`src/rtl/fifo_rd_fwft.sv`:
```
// rtl/fifo_rd_fwft.sv - FIFO standard-read to first-word-fall-through stream adapter with 2-entry buffer.
// Optional beat/stall counters under macro FIFO_RD_FWFT_STATS_EN.
module fifo_rd_fwft #(
    parameter int DATA_WIDTH = 32
) (
    input  logic                  rd_clk_i,
    input  logic                  rd_rstn_i,
    input  logic                  empty_i,
    input  logic [DATA_WIDTH-1:0] rd_data_i,
    output logic                  rd_en_o,
    input  logic                  flush_i,
    output logic [DATA_WIDTH-1:0] m_tdata_o,
    output logic                  m_tvalid_o,
    input  logic                  m_tready_i,
    output logic [1:0]            occupancy_o
`ifdef FIFO_RD_FWFT_STATS_EN
    ,
    output logic [31:0]           beat_cnt_o,
    output logic [31:0]           stall_cnt_o
`endif
);

    logic [1:0]            occ_q, occ_d;
    logic                  inflight_q, inflight_d;
    logic                  tvalid_q, tvalid_d;
    logic [DATA_WIDTH-1:0] head_q, head_d;
    logic [DATA_WIDTH-1:0] skid_q, skid_d;

    logic       pop;
    logic       push;
    logic [2:0] load;

    assign pop  = tvalid_q & m_tready_i;
    assign load = {1'b0, occ_q} + {2'b00, inflight_q};
    // A pop this cycle frees a slot, so a full buffer can still issue a read.
    assign rd_en_o = rd_rstn_i & ~empty_i & ~flush_i & ((load < 3'd2) | pop);
    assign push    = inflight_q & ~flush_i;

    always_comb begin
        occ_d      = occ_q;
        head_d     = head_q;
        skid_d     = skid_q;
        inflight_d = rd_en_o;
        if (flush_i) begin
            occ_d = 2'd0;
        end else begin
            case (occ_q)
                2'd0: begin
                    if (push) begin
                        occ_d  = 2'd1;
                        head_d = rd_data_i;
                    end
                end
                2'd1: begin
                    if (push && pop) begin
                        head_d = rd_data_i;
                    end else if (push) begin
                        occ_d  = 2'd2;
                        skid_d = rd_data_i;
                    end else if (pop) begin
                        occ_d = 2'd0;
                    end
                end
                2'd2: begin
                    if (pop) begin
                        occ_d  = 2'd1;
                        head_d = skid_q;
                    end
                end
                default: occ_d = 2'd0;
            endcase
        end
        tvalid_d = (occ_d != 2'd0);
    end

    always_ff @(posedge rd_clk_i or negedge rd_rstn_i) begin
        if (!rd_rstn_i) begin
            occ_q      <= 2'd0;
            inflight_q <= 1'b0;
            tvalid_q   <= 1'b0;
            head_q     <= '0;
            skid_q     <= '0;
        end else begin
            occ_q      <= occ_d;
            inflight_q <= inflight_d;
            tvalid_q   <= tvalid_d;
            head_q     <= head_d;
            skid_q     <= skid_d;
        end
    end

    always_ff @(posedge rd_clk_i) begin
        if (rd_rstn_i) begin
            assert (!(push && (occ_q == 2'd2)));
        end
    end

    assign m_tdata_o   = head_q;
    assign m_tvalid_o  = tvalid_q;
    assign occupancy_o = occ_q;

`ifdef FIFO_RD_FWFT_STATS_EN
    logic [31:0] beat_cnt_q, beat_cnt_d;
    logic [31:0] stall_cnt_q, stall_cnt_d;

    always_comb begin
        beat_cnt_d  = beat_cnt_q + {31'd0, pop};
        stall_cnt_d = stall_cnt_q + {31'd0, tvalid_q & ~m_tready_i};
    end

    always_ff @(posedge rd_clk_i or negedge rd_rstn_i) begin
        if (!rd_rstn_i) begin
            beat_cnt_q  <= 32'd0;
            stall_cnt_q <= 32'd0;
        end else begin
            beat_cnt_q  <= beat_cnt_d;
            stall_cnt_q <= stall_cnt_d;
        end
    end

    assign beat_cnt_o  = beat_cnt_q;
    assign stall_cnt_o = stall_cnt_q;
`endif

endmodule
```
`config.mk`:
```
export PLATFORM = sky130hd
export DESIGN_NAME = fifo_rd_fwft
export DESIGN_NICKNAME = d
export VERILOG_FILES = /design/src/rtl/fifo_rd_fwft.sv
export SDC_FILE = /design/constraint.sdc
export NUM_CORES = 1
export LEC_CHECK = 0
export BUFFER_PORTS_ARGS = -buffer_cell sky130_fd_sc_hd__buf_2
export CORE_MARGIN = 3
export CORE_UTILIZATION = 53
export DETAILED_ROUTE_END_ITERATION = 8
export HOLD_SLACK_MARGIN = 0.15
export PLACE_DENSITY = 0.79
export SLEW_MARGIN = 20
export SYNTH_ARGS = -nofsm -noshare
export SYNTH_HDL_FRONTEND = slang
export SYNTH_SLANG_ARGS = --single-unit
export TNS_END_PERCENT = 10
```
`constraint.sdc`:
```
create_clock -name rd_clk_i -period 2 [get_ports rd_clk_i]
set_input_delay 0.1 -clock rd_clk_i [delete_from_list [all_inputs] [get_ports rd_clk_i]]
set_output_delay 0.1 -clock rd_clk_i [all_outputs]
set_load 0.02 [all_outputs]
```
==> impl_metrics.tcl <==
set metrics [dict create \
    vias 1974 \
    post-route-period-util 0.9250 \
    grt_usage 0.1970 \
    fp.coreArea_um2 5303 \
    drt-initial-drc-count 93 \
    cp.arrival_ps 2120 \
    cp_max_fo 20 \
    synth.area.top_cells "dfrtp_1, mux2_2, mux2_1" \
    drive_gt1_frac 0.5994 \
    clockBufferDepth 2 \
    syn_avg_cell_area_um2 15.46 \
    grt_pass1_vias 2029 \
    viasPerCell 5.101 \
    synth_cells 194 \
    p_per_area_nw_per_um2 922.6 \
    hpwl_mm 3.826 \
    post-cts-setup-buffers 0 \
    rsz0062_at_grt "false" \
    worst_slew_pin_slew_ps 823.0 \
    synth.largest_area_cell "dfrtp_1" \
    seqPwrFrac 0.485 \
    finalWirelength_mm 6.118 \
    wl_met3_um 298 \
    antenna_cells 0 \
    cts_num_sinks 68 \
    place.gp.congestion 0.7357 \
    grt_pass1_wl_mm 9.618 \
    cts_root_buf "clkbuf_8" \
    yosys_warnings 0 \
    vdd_ir_drop_max_v 0.0007461 \
    antenna_found_initial 0 \
    timing_hold_violations_final 0 \
    cts_tree "yes" \
    fp.dieW_um 81.23 \
    maxUsedRoutingLayer "met4" \
    ys_seq_area_frac 0.5674 \
    finalSetupViolations 0 \
    start_util 0.5656 \
    place_area_um2 3463 \
    nFillCells 337 \
    ys_ff_latch 68 \
    post_drt_wl_per_cell_um 15.81 \
    area_delta_synth_final_pct 34.08 \
    die_h_um 81.23 \
    fin_worst_skew_ps 5.914 \
    critPathLaunchType "register" \
    antenna_left 0 \
    dr_wl_met2_mm 2.984 \
    clkSlewWorstSetupHoldPaths_ps 70 \
    syn_area_um2 2999 \
    drcViolationCount 0 \
    wl_met1_mm 2.752 \
    p_int_mw 2.576 \
    crit_type "reg -> reg" \
    die_area_um2 6598 \
    clock.fmax_mhz 540.6 \
    p_sw_frac 0.3057 \
    grt_start_max_net_pins 69 \
    grt_overflow 0 \
    syn_nets 231 \
    maxCapViolations 0 \
    io_pins 73 \
    status "finished, final reports clean" \
    dr.pass1.iters 4 \
    rows 26 \
    power_frac_comb 0.246 \
    setup_tns_ps 0 \
    crit_path_end_kind "register" \
    fin_crit_ps 1850 \
    io_buffers 72 \
    netlist.area_leader.share 0.5674 \
    ys_types 21 \
    leakage_nw 1.955 \
    crit_required_ps 2270 \
    htreeDepth 3 \
    nets 349 \
    drv_slew 0 \
    clk_latency_ps 340 \
    fin_area_um2 4021 \
    timing.slew.headroom 0.4513 \
    p_sw_mw 1.134 \
    min_path_type "in -> async" \
    clkPwrFrac 0.269 \
    cts_buffers 9 \
]
-- worst max-delay path, cell delays in order (launching register included) --
cell	delay (ps)
dfrtp_1	430
nand2b_1	180
buf_4	240
a221oi_1	320
dlygate4sd3_1	610
-- synth_stat cells --
| cell | number |
|---|---|
| a21boi_0 | 1 |
| a21o_1 | 1 |
| a21oi_1 | 4 |
| a221oi_1 | 1 |
| a31oi_4 | 1 |
| and2_1 | 1 |
| buf_2 | 7 |
| buf_4 | 2 |
| buf_6 | 1 |
| dfrtp_1 | 68 |
| mux2_1 | 4 |
| mux2_2 | 93 |
| nand2_1 | 1 |
| nand2b_1 | 1 |
| nand3b_1 | 1 |
| nand4b_1 | 2 |
| nor2_1 | 1 |
| nor2b_1 | 1 |
| nor4b_1 | 1 |
| o21bai_1 | 1 |
| or3b_4 | 1 |
-- cells by family after synthesis --
| group | Yosys count | share of synthesized area |
|---|---|---|
| DFF | 68 | 0.5674 |
| and+or+nand+nor | 10 | 0.02378 |
| muxes | 97 | 0.3642 |
| AOI/OAI and AO/OA | 9 | 0.02420 |
| buffers and inverters | 10 | 0.02044 |
-- sequential cells by signal, indices dropped and copies added (netlist names) --
name	flops
m_tvalid_o	1
skid_q	32
inflight_q	1
occupancy_o	2
m_tdata_o	32
-- layout by cell type, fill, tap and decap left out, types with 2 or more instances in the layout --
master,n
dlygate4sd3_1,38
nand4b_1,2
buf_12,2
mux2_1,4
clkinv_2,3
clkbuf_8,10
clkinv_4,2
buf_4,5
mux2_2,93
a21oi_1,4
dfrtp_1,68
buf_2,72
-- power by group through the flow --
stage,Combinational [mW],Sequential (mW),Clock [mW]
after floorplan,0.300,2.03,0
after global placement,0.836,1.81,0
after detailed placement,0.860,1.82,0
after CTS,0.915,1.80,1.02
after global routing,0.978,1.83,1.08
final,0.911,1.80,0.999
-- routing by layer --
layer / vias up / GRT usage
met5: - / 0
met4: 0 / 0.07095
met3: 8 / 0.04878
met2: 51 / 0.3300
met1: 976 / 0.2483
li1: 939 / -
-- path summary, 6_finish.rpt --
path	from	end	slack, ps	cells past startpoint
max	occupancy_o[0]	occupancy_o[1]	150	4
min	rd_rstn_i	inflight_q	490	3
max reg2reg	occupancy_o[0]	occupancy_o[1]	150	4
min reg2reg	m_tdata_o[25]	m_tdata_o[25]	490	1
max in group asynchronous	rd_rstn_i	m_tvalid_o	960	3
min in group rd_clk_i	m_tdata_o[25]	m_tdata_o[25]	490	1
-- area by class of cell --
| class | count | area (µm²) | share of cell area |
|---|---|---|---|
| clock buffers | 10 | 137.6 | 0.03423 |
| clock inverters | 6 | 40.04 | 0.009956 |
| well taps | 70 | 87.58 | 0.02178 |
| repair buffers | 117 | 818.3 | 0.2035 |
| multi-input cells | 116 | 1236 | 0.3074 |
| flip-flops and latches | 68 | 1702 | 0.4231 |
-- through the flow --
step	utilization	instances	total power, mW	setup slack (ps)	hold slack (ps)
floorplan	-	194	2.334	204.5	-195.6
global placement	0.6531	333	2.649	270.3	271.0
detailed placement	0.6531	333	2.681	231.8	275.5
CTS	0.7584	387	3.736	224.5	495.7
global route	0.7584	387	3.890	77.36	515.2
finish	0.7584	387	3.710	150.1	488.5
-- repair_timing --
| action | 4_1_cts | 5_1_grt |
|---|---|---|
| gates resized for setup | 0 | 0 |
| endpoints found under the hold margin | 135 | 0 |
| hold buffers | 38 | 0 |
Power figures use the tool's default switching activity.
